$ cat config.mk
export PLATFORM = sky130hd
export DESIGN_NAME = fifo_wm
export DESIGN_NICKNAME = d
export VERILOG_FILES = /design/src/rtl/fifo_wm_pkg.sv /design/src/rtl/fifo_wm_mem.sv /design/src/rtl/fifo_wm.sv
export SDC_FILE = /design/constraint.sdc
export NUM_CORES = 1
export LEC_CHECK = 0
export BUFFER_PORTS_ARGS = -buffer_cell sky130_fd_sc_hd__buf_2
export CORE_ASPECT_RATIO = 0.7
export CORE_MARGIN = 10
export CORE_UTILIZATION = 55
export DETAILED_ROUTE_END_ITERATION = 7
export PLACE_DENSITY = 0.72
export SLEW_MARGIN = 20
export SYNTH_ARGS = -nofsm -noshare
export SYNTH_HDL_FRONTEND = slang
export SYNTH_SLANG_ARGS = --single-unit
$ cat constraint.sdc
create_clock -name clk -period 6.3 [get_ports clk]
set_clock_uncertainty 0.15 [all_clocks]
set_input_delay 0.63 -clock clk [delete_from_list [all_inputs] [get_ports clk]]
set_output_delay 0.63 -clock clk [all_outputs]
set_load 0.03 [all_outputs]
$ cat src/rtl/fifo_wm_pkg.sv
// rtl/fifo_wm_pkg.sv - sizing helpers shared by the watermark FIFO files
// Purpose: derive the capacity and size-field width from DEPTH/OREG so the
//          top and any wrapper compute them identically.
// Ports:   none (package).
package fifo_wm_pkg;

    // Total words held: the array plus the optional output register stage.
    function automatic int fifo_cap(input int depth, input int oreg);
        return depth + ((oreg != 0) ? 1 : 0);
    endfunction

    // Width needed for 0..CAP; DEPTH is a power of two, so one bit above the
    // pointer width covers DEPTH+1 as well.
    function automatic int size_width(input int depth);
        return $clog2(depth) + 1;
    endfunction

endpackage

$ cat src/rtl/fifo_wm_mem.sv
// rtl/fifo_wm_mem.sv - FIFO storage array, one sync write port, one async read port
// Purpose: isolated storage so a vendor RAM primitive can be dropped in.
// Ports:   clk             write clock
//          we/waddr/wdata  synchronous write port
//          raddr/rdata     asynchronous read port
module fifo_wm_mem #(
    parameter int WIDTH = 8,
    parameter int DEPTH = 32,
    localparam int AW   = $clog2(DEPTH)
) (
    input  logic             clk,
    input  logic             we,
    input  logic [AW-1:0]    waddr,
    input  logic [WIDTH-1:0] wdata,
    input  logic [AW-1:0]    raddr,
    output logic [WIDTH-1:0] rdata
);

    logic [WIDTH-1:0] mem [DEPTH];

    // No reset: contents are only ever read behind a valid occupancy count.
    always_ff @(posedge clk) begin
        if (we) begin
            mem[waddr] <= wdata;
        end
    end

    assign rdata = mem[raddr];

endmodule

$ cat src/rtl/fifo_wm.sv
// rtl/fifo_wm.sv - valid/ready FIFO with runtime thresholds and high-water mark
// Purpose: elastic buffer between producer/consumer pipes; flags backpressure
//          ahead of full and records peak occupancy for firmware profiling.
// Ports:   clk, rstz (async active-low), clear (sync flush)
//          af_level/ae_level   almost_full / almost_empty thresholds
//          wm_clr              clears max_level only
//          din/din_vld/din_rdy     write side
//          dout/dout_vld/dout_rdy  read side
//          size, full, empty, almost_full, almost_empty, max_level  status
module fifo_wm
    import fifo_wm_pkg::*;
#(
    parameter int WIDTH = 8,
    parameter int DEPTH = 32,
    parameter int OREG  = 1,
    localparam int SW   = size_width(DEPTH)
) (
    input  logic             clk,
    input  logic             rstz,
    input  logic             clear,
    input  logic [SW-1:0]    af_level,
    input  logic [SW-1:0]    ae_level,
    input  logic             wm_clr,
    input  logic [WIDTH-1:0] din,
    input  logic             din_vld,
    output logic             din_rdy,
    output logic [WIDTH-1:0] dout,
    output logic             dout_vld,
    input  logic             dout_rdy,
    output logic [SW-1:0]    size,
    output logic             full,
    output logic             empty,
    output logic             almost_full,
    output logic             almost_empty,
    output logic [SW-1:0]    max_level
);

    localparam int AW  = $clog2(DEPTH);
    localparam int CAP = fifo_cap(DEPTH, OREG);
    localparam logic [SW-1:0] CAP_SZ = SW'(CAP);

    logic             push;
    logic             pop;
    logic             mem_we;
    logic             arr_pop;
    logic [AW-1:0]    wr_ptr;
    logic [AW-1:0]    rd_ptr;
    logic [SW-1:0]    size_next;
    logic [WIDTH-1:0] mem_rdata;

    // Status comes straight off the registered count.
    assign full         = (size == CAP_SZ);
    assign empty        = (size == '0);
    assign almost_full  = (size >= af_level);
    assign almost_empty = (size <= ae_level);
    assign din_rdy      = ~full;
    assign dout_vld     = ~empty;

    // clear wins: words offered in a flush cycle are neither taken nor given.
    // din_rdy is ~full, so a pop while full never frees a same-cycle push.
    assign push = din_vld & din_rdy & ~clear;
    assign pop  = dout_vld & dout_rdy & ~clear;

    always_comb begin
        size_next = size;
        if (clear) begin
            size_next = '0;
        end else if (push & ~pop) begin
            size_next = size + SW'(1);
        end else if (pop & ~push) begin
            size_next = size - SW'(1);
        end
    end

    always_ff @(posedge clk or negedge rstz) begin
        if (!rstz) begin
            size      <= '0;
            max_level <= '0;
            wr_ptr    <= '0;
            rd_ptr    <= '0;
        end else begin
            size <= size_next;
            if (clear) begin
                wr_ptr <= '0;
                rd_ptr <= '0;
            end else begin
                if (mem_we) begin
                    wr_ptr <= wr_ptr + AW'(1);
                end
                if (arr_pop) begin
                    rd_ptr <= rd_ptr + AW'(1);
                end
            end
            if (clear | wm_clr) begin
                max_level <= '0;
            end else if (size_next > max_level) begin
                max_level <= size_next;
            end
        end
    end

    fifo_wm_mem #(
        .WIDTH (WIDTH),
        .DEPTH (DEPTH)
    ) u_mem (
        .clk   (clk),
        .we    (mem_we),
        .waddr (wr_ptr),
        .wdata (din),
        .raddr (rd_ptr),
        .rdata (mem_rdata)
    );

    generate
        if (OREG != 0) begin : g_oreg
            // The output register holds the oldest word whenever size>0, so the
            // array holds size-1 words and is empty when size<=1.
            logic [WIDTH-1:0] oreg_data;
            logic             arr_empty;
            logic             bypass;

            assign arr_empty = (size <= SW'(1));
            // A push lands directly in the output register when that register
            // is (or is about to become) free and nothing older waits in the array.
            assign bypass    = push & (empty | (pop & arr_empty));
            assign arr_pop   = pop & ~arr_empty;
            assign mem_we    = push & ~bypass;

            always_ff @(posedge clk or negedge rstz) begin
                if (!rstz) begin
                    oreg_data <= '0;
                end else if (bypass) begin
                    oreg_data <= din;
                end else if (arr_pop) begin
                    oreg_data <= mem_rdata;
                end
            end

            assign dout = oreg_data;
        end else begin : g_noreg
            assign mem_we  = push;
            assign arr_pop = pop;
            // Mask the array read while empty so dout is 0 out of reset.
            assign dout    = empty ? '0 : mem_rdata;
        end
    endgenerate

endmodule

Word-level counts from Yosys, hierarchy flattened
Memory sizes are Yosys's and may differ from the RTL's.
Index checks and enable logic that the tools add are counted.
{"block": "totals", "regBits": 30, "memories": 1, "latch_bits": 0, "inputBits": 26, "mem_bits_rw": 256, "romBits": 0}
{"block": "op_classes", "add_sub_neg": 4, "bitwise_logic": 19, "n_shift": 0, "n_eq_ne": 1, "order_cmp": 4, "n_div": 0, "multipliers": 0, "n_mux": 13, "n_reduce_logical": 5}
{"name": "u_mem.mem", "words": 32, "width": 8, "read_ports": 1, "rd_ports_with_merged_regs": 0, "wr": 1, "line_no": "fifo_wm_mem.sv:19", "source": "logic [WIDTH-1:0] mem [DEPTH];"}
{"op": "2-to-1 mux 6 bit", "n": 5}
{"op": "2-to-1 mux 5 bit", "n": 4}
{"op": "2-to-1 mux 8 bit", "n": 2}
{"op": "adder 5 x 1 -> 5 bit, second input constant", "n": 2}
{"op": "bitwise AND 1 bit", "n": 10}
{"op": "nonzero test 2 bit", "n": 4}
{"op": "NOT 1 bit", "n": 7}
{"op": "adder 6 x 1 -> 6 bit, second input constant", "n": 1}
{"op": "== test 6 bit, second input constant", "n": 1}
{"op": "greater-or-equal comparator 6 bit", "n": 1}
{"op": "> comparator 6 bit", "n": 1}
{"op": "<= comparator 6 x 1 -> 1 bit, second input constant", "n": 1}
{"op": "<= comparator 6 bit", "n": 1}
{"op": "zero test 6 bit", "n": 1}
{"op": "subtractor 6 x 1 -> 6 bit, second input constant", "n": 1}
{"op": "2-to-1 mux 1 bit", "n": 2}
{"op": "bitwise OR 1 bit", "n": 2}

Depth between registers and ports, before layout
Gate-level depths: netlist of run 1.
{"block": "logic_depth", "word_depth": 12, "depth_mapped": 15, "ltp_nobuf": 15}

By module
From an unflattened synthesis of run 1, not the netlist that was laid out.
{"block": "hier_totals", "cells_unflattened": 641, "hier_area_um2": 11967.7}
{"module": "fifo_wm_mem", "cells_per_inst": 409, "area_each_um2": 9893.2, "instances": 1}
{"module": "fifo_wm", "cells_per_inst": 232, "area_each_um2": 2074.5, "instances": 1}

Worst setup path after synthesis of run 1
Ideal clock, no wire load.
{"block": "synth_path", "path_kind": "register to register", "from": "register size[0]", "to": "register max_level[2]", "path_stages_with_launch": 15, "required_time_ps": 6084, "path_slack_ps": 2544, "synth_period_minus_slack_ps": 3756, "t_arrival_ps": 3539, "cell_sequence": "dfrtp_1 inv_1 ha_1 or3b_4 or2_0 buf_6 a21oi_2 a22oi_1 xor2_1 nor2_1 ha_1 nand3_1 or2_2 a211oi_1 a2bb2o_1"}
{"block": "synth_between", "word_cells_on_any_way": 21, "cone_classes": "2 x add/sub; 1 x order compare; 1 x eq/ne; 5 x mux; 10 x bitwise; 2 x reduce/logical"}
{"element": "start: declaration", "line_no": "fifo_wm.sv:30", "source": "output logic [SW-1:0] size,"}
{"element": "start signal: assignment", "line_no": "fifo_wm.sv:82", "source": "size <= size_next;"}
{"element": "zero test 6 bit (*)", "line_no": "fifo_wm.sv:53", "source": "assign empty = (size == '0);"}
{"element": "NOT 1 bit (*)", "line_no": "fifo_wm.sv:57", "source": "assign dout_vld = ~empty;"}
{"element": "net dout_vld", "line_no": "fifo_wm.sv:28", "source": "output logic dout_vld,"}
{"element": "bitwise AND 1 bit (*) (2 in a row)", "line_no": "fifo_wm.sv:62", "source": "assign pop = dout_vld & dout_rdy & ~clear;"}
{"element": "bitwise AND 1 bit or NOT 1 bit (tied branches)", "line_no": "fifo_wm.sv:70, fifo_wm.sv:68"}
{"element": "2-to-1 mux 6 bit or bitwise AND 1 bit (tied branches)", "line_no": "fifo_wm.sv:70, fifo_wm.sv:68"}
{"element": "2-to-1 mux 6 bit (*)", "line_no": "fifo_wm.sv:68", "source": "end else if (push & ~pop) begin"}
{"element": "2-to-1 mux 6 bit (*)", "line_no": "fifo_wm.sv:66", "source": "if (clear) begin"}
{"element": "net size_next[3]", "line_no": "fifo_wm.sv:48", "source": "logic [SW-1:0] size_next;"}
{"element": "> comparator 6 bit (*)", "line_no": "fifo_wm.sv:96", "source": "end else if (size_next > max_level) begin"}
{"element": "nonzero test 2 bit (no line) (*)"}
{"element": "end signal: assignment", "line_no": "fifo_wm.sv:97", "source": "max_level <= size_next;"}
{"element": "end: declaration", "line_no": "fifo_wm.sv:35", "source": "output logic [SW-1:0] max_level"}
Mark *: on every way through the listed nets, which the timed path passes. The rest lies on a longest branch. The select of a mux whose other input is x is not followed.
A chain may end at the register's enable or synchronous reset.

Worst setup path in the final report of run 1
{"block": "layout_path", "from": "register size[0]", "to": "register max_level[4]"}
{"block": "layout_between", "elab_chain_cells": 11, "word_cells_on_any_way": 21, "cone_classes": "2 x add/sub; 1 x order compare; 1 x eq/ne; 5 x mux; 10 x bitwise; 2 x reduce/logical"}
{"element": "== test 6 bit", "line_no": "fifo_wm.sv:52", "source": "assign full = (size == CAP_SZ);"}
{"element": "NOT 1 bit", "line_no": "fifo_wm.sv:56", "source": "assign din_rdy = ~full;"}
{"element": "bitwise AND 1 bit (2 in a row)", "line_no": "fifo_wm.sv:61", "source": "assign push = din_vld & din_rdy & ~clear;"}
{"element": "NOT 1 bit", "line_no": "fifo_wm.sv:70", "source": "end else if (pop & ~push) begin"}
{"element": "bitwise AND 1 bit", "line_no": "fifo_wm.sv:70"}
{"element": "2-to-1 mux 6 bit", "line_no": "fifo_wm.sv:70"}
{"element": "2-to-1 mux 6 bit (*)", "line_no": "fifo_wm.sv:68"}
{"element": "2-to-1 mux 6 bit (*)", "line_no": "fifo_wm.sv:66"}
{"element": "net size_next[3]", "line_no": "fifo_wm.sv:48"}
{"element": "> comparator 6 bit (*)", "line_no": "fifo_wm.sv:96"}
{"element": "nonzero test 2 bit (no line) (*)"}
Marked as above.

==> metrics.yaml, run 1 <==
holdCritPathClass: "in2async"
grt_pass1_vias: 6271
fin_crit_sh: 0.6584
leakage_nw: 4.494
ctsLongestPathBuffers: 3
syn_avg_cell_area_um2: 17.73
worstPathCellList: "inv_1 -> ha_1 -> or3b_4 -> or2_0 -> a21oi_2 -> a22oi_1 -> xor2_1 -> nor2_1 -> ha_1 -> nand3_1 -> or2_2 -> a211oi_1 -> a2bb2o_1"
critPathLaunchType: "flip-flop"
num_vias: 6353
post_cts_resized: 0
dr_wl_met2_mm: 11.43
clk_latency_ps: 520
post-cts-setup-buffers: 0
slowest_stage: "a211oi_1"
initial_core_util: 0.5577
design.core.area_mm2: 0.02162
status: "finished clean"
synth_area_mm2: 0.01206
cts_hold_buf: 0
htreeDepth: 1
dp_hpwl_mm: 16.44
drc: 0
yosysMostFrequentCell: "edfxtp_1"
ys_ff_latch: 286
portBuffers: 51
arrival_ps: 4460
wl_per_cell_um: 24.40
clkSinkCount: 286
ys_seq_area_frac: 0.6998
synth_cell_type_count: 61
layout-drive-gt1-share: 0.2437
drtPass1Iterations: 5
maxCapViolations: 0
power_density_mw_per_mm2: 384.7
syn2layout_area_growth_pct: 11.42
endpoint_kind: "flip-flop"
drv_slew: 0
synth_area_leader_cell: "edfxtp_1"
fillers: 1566
layout.cells.non_filler: 1033
grt-ovfl-total: 0
syn_inst: 680
worstMarginPinSlew_ps: 1042
synth-main-ff-cell: "edfxtp_1"
timing.fmax_mhz: 241.1
num_rows: 45
dieArea_mm2: 0.02834
top_layer: "met4"
nets: 783
first_iter_violations: 667
critPathRequiredTime_ps: 6610
synth.area.top_cells: "edfxtp_1 64%, mux4_2 13%, dfrtp_1 6.2%"
yosys_warnings: 0
synth_common_cells: "256 x edfxtp_1, 68 x mux4_2, 60 x nor2_1"
grtUsageTotal: 0.1823
critical_path.max_stage_delay_ps: 620
crit_fanout: 7
p_total_mw: 5.169
setup_viol: 0
crit_top_cell: "ha_1"
wl_met3_mm: 1.732
diodes: 0
clkTransAtPathRegs_ps: 60
rsz0062_at_grt: "no"
cts_tree: "built"
synth_nets: 732
numCtsBuffers: 27
grt_max_degree: 53
die_w_um: 197.0
fp.dieH_um: 143.9
pin_count: 52
root_buffer: "clkbuf_16"
fin_tns_setup_ps: 0
vdd_drop_max_v: 0.0002755
wl_met1_mm: 11.61
routed_wl_mm: 25.21
antenna_found_initial: 0
netlist.area_leader.share: 0.6375
ant_nets: 0
gp_congestion: 0.9079
period_needed_ps: 4148
synth_edf_count: 256
hold_violations: 0
crit_type: "reg2reg"
ys_async_sr_fraction: 0.1049
detail_route.vias_per_cell: 6.150
slew_headroom: 0.3030
grt_pass1_wl_mm: 39.04
dpl.cell_count: 983
## registers in the layout, indices dropped and copies added, names as in the netlist
name and cells:
max_level 6, rd_ptr 5, dout 8, u_mem.mem 256, wr_ptr 5, size 6
## metal layers
metal  GRT usage  vias up
met5           0        -
met4     0.03590        0
met3     0.02313       38
met2      0.2707      247
met1      0.2838     3270
li1            -     2798
## worst max-delay path, delay by kind of cell, from the launching register on
family	cells	cell delay, ps
simple gates	5	1240
xor+xnor	1	220
buf+inv	1	220
fa+ha+maj	2	540
compound gates	4	1270
flops	1	440
## final timing paths
path                         start           end  slack [ps]  depth (start not counted)
min in group clk            wm_clr  max_level[3]         340                          3
max reg2reg                size[0]  max_level[4]        2150                         13
min                           rstz  max_level[2]          10                          1
max in group asynchronous     rstz     rd_ptr[0]        5450                          1
min reg2reg                dout[6]       dout[6]         370                          2
max                        size[0]  max_level[4]        2150                         13
## cell families after synthesis
| logic type | share of synthesized area |
|---|---|
| flip-flops | 0.6998 |
| AO/OA/AOI/OAI | 0.04690 |
| AND/OR/NAND/NOR | 0.05510 |
| multiplexers | 0.1396 |
| buffers and inverters | 0.02366 |
| XOR/XNOR | 0.007990 |
| adder cells (fa/ha/maj) | 0.02698 |
## through the flow
step / area, µm² / utilization / hold slack [ps] / setup slack [ps]
floorplan: 12060 / - / 184.4 / 2544
global placement: 12510 / 0.5788 / 354.3 / 2228
detailed placement: 12510 / 0.5788 / 351.0 / 2219
CTS: 13410 / 0.6201 / 3.208 / 2186
global route: 13440 / 0.6214 / 41.18 / 1728
finish: 13440 / 0.6214 / 11.33 / 2152
## where the power goes
part | internal (mW) | leakage, nW | switching, mW
Combinational | 0.518 | 1.37 | 0.754
Sequential | 2.15 | 2.70 | 0.132
Clock | 0.949 | 0.427 | 0.670
Total | 3.61 | 4.49 | 1.56
## placed cells by master (no fill, tap or decap), drive strengths merged, types with 3 or more instances in the layout
master / count
edfxtp: 256
nand3: 12
a211oi: 11
nor3: 4
clkinv: 13
clkbuf: 29
ha: 26
xnor2: 4
inv: 26
or2: 4
buf: 56
clkinvlp: 3
bufinv: 4
mux4: 68
nand2: 24
mux2i: 14
nor2b: 9
nand4: 5
a21oi: 18
dfrtp: 30
or3: 3
xor2: 7
o21ai: 11
a22oi: 17
nor2: 61
a21o: 5
## area by class of cell
| cell class | count | area, µm² | area share |
|---|---|---|---|
| Inverter | 26 | 97.59 | 0.007264 |
| Clock buffer | 29 | 683.2 | 0.05085 |
| Tap cell | 282 | 352.8 | 0.02626 |
| Sequential cell | 286 | 8444 | 0.6285 |
| Timing Repair Buffer | 56 | 312.8 | 0.02328 |
| Clock inverter | 20 | 210.2 | 0.01565 |
| Multi-Input combinational cell | 334 | 3334 | 0.2482 |
No activity file was read; power rests on OpenSTA's default activity.
==> run 2: changes to the inputs <==
==> constraint.sdc (replaced) <==
create_clock -name clk -period 4 [get_ports clk]
set_clock_uncertainty 0.15 [all_clocks]
set_input_delay 0.4 -clock clk [delete_from_list [all_inputs] [get_ports clk]]
set_output_delay 0.4 -clock clk [all_outputs]
set_load 0.03 [all_outputs]
==> run 2 against run 1 <==
Wire length increased by 3.8%. Non-clock buffer count increased by 25. Setup slack got worse by 1900 ps. Clock power increased by 49%. Highest routed layer is now met5.
==> metrics.yaml, run 2 (synthesized netlist as in run 1, its figures left out) <==
status: "finished clean"  # unchanged
clkPwrFrac: 0.297  # was 0.313
place_ws_ps: 210.8  # was 2219 ps
initial_core_util: 0.5577  # unchanged
wl_met3_mm: 1.900  # was 1.732 mm
dp_hpwl_mm: 16.87  # was 16.44 mm
timing.fmax_mhz: 264.4  # was 241.1 MHz
holdCritPathClass: "in2reg"  # was in2async
p_comb_frac: 0.260  # was 0.246
syn2layout_area_growth_pct: 12.42  # was 11.42%
worst_slack_ps: 218.2  # was 2152 ps
p_total_mw: 8.158  # was 5.169 mW
worstPathCellList: "inv_2 -> ha_1 -> or3b_4 -> or2_0 -> a21oi_2 -> a22oi_1 -> xor2_1 -> nor2_1 -> ha_1 -> nand3_1 -> or2_2 -> nor3b_1 -> nand2_1 -> a2bb2o_1"  # was inv_1 -> ha_1 -> or3b_4 -> or2_0 -> a21oi_2 -> a22oi_1 -> xor2_1 -> nor2_1 -> ha_1 -> nand3_1 -> or2_2 -> a211oi_1 -> a2bb2o_1
num_rows: 45  # unchanged
grt_pass1_wl_mm: 40.58  # was 39.04 mm
critPathLaunchType: "flip-flop"  # unchanged
numCtsBuffers: 27  # unchanged
slew_headroom: 0.2778  # was 0.3030
crit_fanout: 7  # unchanged
arrival_ps: 4060  # was 4460 ps
setup_viol: 0  # unchanged
hold_violations: 0  # unchanged
top_layer: "met5"  # was met4
routed_wl_mm: 26.15  # was 25.21 mm
seq_power_share: 0.443  # was 0.441
cts_tree: "built"  # unchanged
dr_wl_met2_mm: 11.53  # was 11.43 mm
layout-drive-gt1-share: 0.2661  # was 0.2437
worstMarginPinSlew_ps: 1083  # was 1042 ps
clk_latency_ps: 550  # was 520 ps
crit_top_cell: "ha_1"  # unchanged
pin_count: 52  # unchanged
crit_type: "reg2reg"  # unchanged
fin_crit_sh: 0.9455  # was 0.6584
fp.dieH_um: 143.9  # unchanged
clkSinkCount: 286  # unchanged
power.net_switching_mw: 2.521  # was 1.556 mW
nets: 808  # was 783
slowest_stage: "dfrtp_1"  # was a211oi_1
ant_nets: 0  # unchanged
endpoint_kind: "flip-flop"  # unchanged
root_buffer: "clkbuf_16"  # unchanged
num_vias: 6496  # was 6353
final_common_cell: "edfxtp_1"  # unchanged
drtPass1Iterations: 5  # unchanged
wl_met1_mm: 12.19  # was 11.61 mm
die_w_um: 197.0  # unchanged
p_int_mw: 5.637  # was 3.613 mW
gp_congestion: 0.9081  # was 0.9079
critical_path.max_stage_delay_ps: 460  # was 620 ps
portBuffers: 51  # unchanged
drv_slew: 0  # unchanged
antenna_found_initial: 1  # was 0
period_needed_ps: 3782  # was 4148 ps
swShare: 0.3090  # was 0.3010
maxCapViolations: 0  # unchanged
ctsLongestPathBuffers: 3  # unchanged
detail_route.vias_per_cell: 6.152  # was 6.150
clkTransAtPathRegs_ps: 60  # about the same
final_cell_area_mm2: 0.01356  # was 0.01344 mm²
rsz0062_at_grt: "no"  # unchanged
placed_area_mm2: 0.01271  # was 0.01251 mm²
largest_reg_flops: 256  # unchanged
vdd_drop_max_v: 0.0003696  # was 0.0002755 V
power_density_mw_per_mm2: 601.8  # was 384.7 mW/mm²
htreeDepth: 1  # unchanged
grt-ovfl-total: 0  # unchanged
design.core.area_mm2: 0.02162  # unchanged
leakage_nw: 4.595  # was 4.494 nW
grtUsageTotal: 0.1893  # was 0.1823
dieArea_mm2: 0.02834  # unchanged
wl_per_cell_um: 24.77  # was 24.40 µm
top_register: "u_mem.mem"  # unchanged
drc: 0  # unchanged
critPathRequiredTime_ps: 4280  # was 6610 ps
grt_max_degree: 44  # was 53
first_iter_violations: 714  # was 667
grt_pass1_vias: 6486  # was 6271
fin_tns_setup_ps: 0  # unchanged
layout_common_cells: "256 x edfxtp_1, 68 x mux4_2, 60 x nor2_1"  # unchanged
hold_ws_ps: 123.1  # was 11.33 ps
diodes: 0  # unchanged
## run 2: per-stage QoR
| step | std cells | util |
|---|---|---|
| 2_1_floorplan | 680 | - |
| 3_3_place_gp | 1008 | 0.5881 |
| 3_5_place_dp | 1008 | 0.5881 |
| 4_1_cts | 1056 | 0.6267 |
| 5_1_grt | 1056 | 0.6270 |
| 6_report | 1056 | 0.6270 |
## run 2: routing by layer
| layer | GRT usage | vias up |
|---|---|---|
| met5 | 0 | - |
| met2 | 0.2691 | 239 |
| met3 | 0.03948 | 44 |
| met4 | 0.04558 | 2 |
| li1 | - | 2838 |
| met1 | 0.2913 | 3373 |
## run 2: final timing paths
kind                            slack [ps]          from           end  depth (start not counted)
worst max-delay path                   220       size[0]  max_level[4]                         14
worst max register to register         220       size[0]  max_level[4]                         14
max in group asynchronous             2860          rstz     rd_ptr[0]                          2
worst min-delay path                   120        wm_clr  max_level[3]                          4
worst min register to register         370  max_level[2]  max_level[2]                          1
min in group asynchronous              310          rstz  max_level[1]                          2
## run 2: cell type report
cell class,instances,area [µm²]
flip-flops and latches,286,8444
fillers,1529,8065
multi-input cells,334,3339
clock buffers,33,698.2
repair buffers,81,495.5
well taps,282,352.8
clock inverters,14,127.6
inverters,26,97.59
## run 2: what timing repair did
| item | 4_1_cts | 5_1_grt |
|---|---|---|
| hold buffers | 1 | 0 |
| buffers inserted | 0 | 0 |
| resized for setup | 0 | 3 |
| setup endpoints to repair | 0 | 6 |
| hold endpoints to repair | 30 | 0 |
## run 2: power groups by stage
stage | Clock, mW | Sequential [mW] | Combinational [mW]
2_1_floorplan | 0 | 3.68 | 1.43
3_3_place_gp | 0 | 3.66 | 2.06
3_5_place_dp | 0 | 3.67 | 2.09
4_1_cts | 2.46 | 3.61 | 2.11
5_1_grt | 2.60 | 3.63 | 2.31
6_report | 2.42 | 3.61 | 2.12
## run 2: worst max-delay path, delay by kind of cell, from the launching register on
kind / cells / cell delay [ps]
adder cells (fa/ha/maj): 2 / 520
AND/OR/NAND/NOR: 7 / 1480
buffers and inverters: 1 / 140
AO/OA/AOI/OAI: 3 / 660
XOR/XNOR: 1 / 260
flip-flops: 1 / 460
==> run 3: changes to the inputs <==
--- a/config.mk
+++ b/config.mk
@@ -9,7 +9,9 @@
 export CORE_ASPECT_RATIO = 0.7
 export CORE_MARGIN = 10
 export CORE_UTILIZATION = 55
+export CTS_BUF_LIST = sky130_fd_sc_hd__clkbuf_2
 export DETAILED_ROUTE_END_ITERATION = 7
+export GPL_TIMING_DRIVEN = 1
 export PLACE_DENSITY = 0.72
 export SLEW_MARGIN = 20
 export SYNTH_ARGS = -nofsm -noshare
==> run 3 against run 2 <==
Setup slack got worse by 34 ps. Die area did not move. Critical path depth did not move. Utilization shrank 0.075 points. Combinational power about the same. First-iteration DRC count is 0.42% lower. Sequential share of layout area rose by 0.075 points. Via count rose by 4.3%.
==> metrics.yaml, run 3 (synthesized netlist as in run 1, its figures left out) <==
htreeDepth: 3  # was 1
endpoint_kind: "flip-flop"  # unchanged
worstMarginPinSlew_ps: 1093  # was 1083 ps
crit_fanout: 7  # unchanged
antenna_found_initial: 1  # unchanged
routed_wl_mm: 26.59  # was 26.15 mm
drtPass1Iterations: 6  # was 5
fp.dieH_um: 143.9  # unchanged
cts_tree: "built"  # unchanged
pin_count: 52  # unchanged
num_vias: 6778  # was 6496
grt_max_degree: 44  # unchanged
first_iter_violations: 711  # was 714
dp_hpwl_mm: 16.87  # unchanged
met1_usage: 0.2844  # was 0.2913
num_rows: 45  # unchanged
setup_viol: 0  # unchanged
numCtsBuffers: 67  # was 27
leakage_nw: 4.732  # was 4.595 nW
ant_nets: 0  # unchanged
grt_pass1_vias: 6928  # was 6486
gp_congestion: 0.9081  # unchanged
clk_latency_ps: 820  # was 550 ps
top_register: "u_mem.mem"  # unchanged
p_total_mw: 7.741  # was 8.158 mW
post-cts-setup-buffers: 0  # unchanged
hold_violations: 0  # unchanged
largest_reg_flops: 256  # unchanged
initial_core_util: 0.5577  # unchanged
layout_common_cells: "256 x edfxtp_1, 94 x clkbuf_2, 68 x mux4_2"  # was 256 x edfxtp_1, 68 x mux4_2, 60 x nor2_1
fillers: 1591  # was 1529
fin_tns_setup_ps: 0  # unchanged
portBuffers: 51  # unchanged
critPathRequiredTime_ps: 4510  # was 4280 ps
hold_ws_ps: 379.8  # was 123.1 ps
period_needed_ps: 3815  # was 3782 ps
grtUsageTotal: 0.1947  # was 0.1893
syn2layout_area_growth_pct: 12.29  # was 12.42%
grt.busiest_layer: "met1"  # unchanged
layout.cells.non_filler: 1140  # was 1056
status: "finished clean"  # unchanged
ctsLongestPathBuffers: 3  # unchanged
die_w_um: 197.0  # unchanged
clkTransAtPathRegs_ps: 100  # was 60 ps
maxCapViolations: 0  # unchanged
fin_crit_sh: 0.9539  # was 0.9455
wl_per_cell_um: 23.33  # was 24.77 µm
holdCritPathClass: "reg2reg"  # was in2reg
drv_slew: 0  # unchanged
vdd_drop_max_v: 0.0003052  # was 0.0003696 V
final_common_cell: "edfxtp_1"  # unchanged
critPathLaunchType: "flip-flop"  # unchanged
dieArea_mm2: 0.02834  # unchanged
layout-drive-gt1-share: 0.3162  # was 0.2661
power_density_mw_per_mm2: 571.7  # was 601.8 mW/mm²
arrival_ps: 4330  # was 4060 ps
crit_type: "reg2reg"  # unchanged
nets: 862  # was 808
root_buffer: "clkbuf_2"  # was clkbuf_16
drc: 0  # unchanged
timing.fmax_mhz: 262.1  # was 264.4 MHz
slew_headroom: 0.2715  # was 0.2778
rsz0062_at_grt: "no"  # unchanged
detail_route.vias_per_cell: 5.946  # was 6.152
grt_pass1_wl_mm: 41.32  # was 40.58 mm
clkSinkCount: 286  # unchanged
grt-ovfl-total: 0  # unchanged
gr-usage-met3: 0.05279  # was 0.03948
dpl.cell_count: 1008  # unchanged
design.core.area_mm2: 0.02162  # unchanged
grtUsageMet2: 0.2747  # was 0.2691
## run 3: changes by cell type in the layout (fill, tap and decap cells not counted), sizes merged
cell / before / now
clkinv: 9 / 15
dlygate4sd3: 1 / 15
diode: 0 / 1
clkbuf: 33 / 94
bufinv: 2 / 4
## run 3: cell type report
| class | instances | area [µm²] | share of cell area |
|---|---|---|---|
| flip-flops and latches | 286 | 8444 | 0.6237 |
| multi-input cells | 334 | 3339 | 0.2467 |
| diodes | 1 | 2.502 | 0.0001848 |
| well taps | 282 | 352.8 | 0.02606 |
| clock buffers | 94 | 470.5 | 0.03475 |
| clock inverters | 22 | 196.4 | 0.01451 |
| inverters | 26 | 97.59 | 0.007208 |
| repair buffers | 95 | 635.6 | 0.04695 |
## run 3: routing by layer
metal / share of wire / wire length [µm] / up-vias
met1: 0.46 / 12180 / 3458
met5: 0 / 0 / -
li1: - / - / 2994
met2: 0.44 / 11670 / 277
met3: 0.083 / 2210 / 49
met4: 0.020 / 531 / 0
## run 3: per-stage QoR
| step | worst slack, ps | cell area (µm²) | util |
|---|---|---|---|
| after floorplan | 244.5 | 12060 | - |
| after global placement | 219.8 | 12710 | 0.5881 |
| after detailed placement | 210.8 | 12710 | 0.5881 |
| after CTS | 187.2 | 13530 | 0.6259 |
| after global routing | 19.34 | 13540 | 0.6262 |
| final | 184.6 | 13540 | 0.6262 |
## run 3: where the power goes
group,internal [mW],total [mW],switching (mW)
registers,3.37,3.60,0.231
clock network,0.890,2.00,1.11
logic,0.902,2.14,1.23
total,5.17,7.74,2.58
## run 3: path summary, 6_finish.rpt
path,start,endpoint,slack [ps],depth (start not counted)
worst max-delay path,size[0],max_level[0],180,14
worst min-delay path,max_level[2],max_level[2],380,1
worst min register to register,max_level[2],max_level[2],380,1
worst max register to register,size[0],max_level[0],180,14
max in group asynchronous,rstz,rd_ptr[0],1490,4
min in group asynchronous,rstz,dout[5],420,3
## run 3: worst max-delay path, stage by stage, from the launching register on
cell     delay [ps]
dfrtp_1         470
inv_2           140
ha_1            210
or3b_4          420
or2_0           260
a21oi_2         230
a22oi_1         140
xor2_1          260
nor2_1          100
ha_1            300
nand3_1          80
or2_2           320
nor3b_1         160
and2_1          200
a22o_1          230
## run 3: timing repair
item	CTS	global route
hold buffers	15	0
gates resized for setup	0	3
hold endpoints to repair	307	0
setup endpoints to repair	0	6
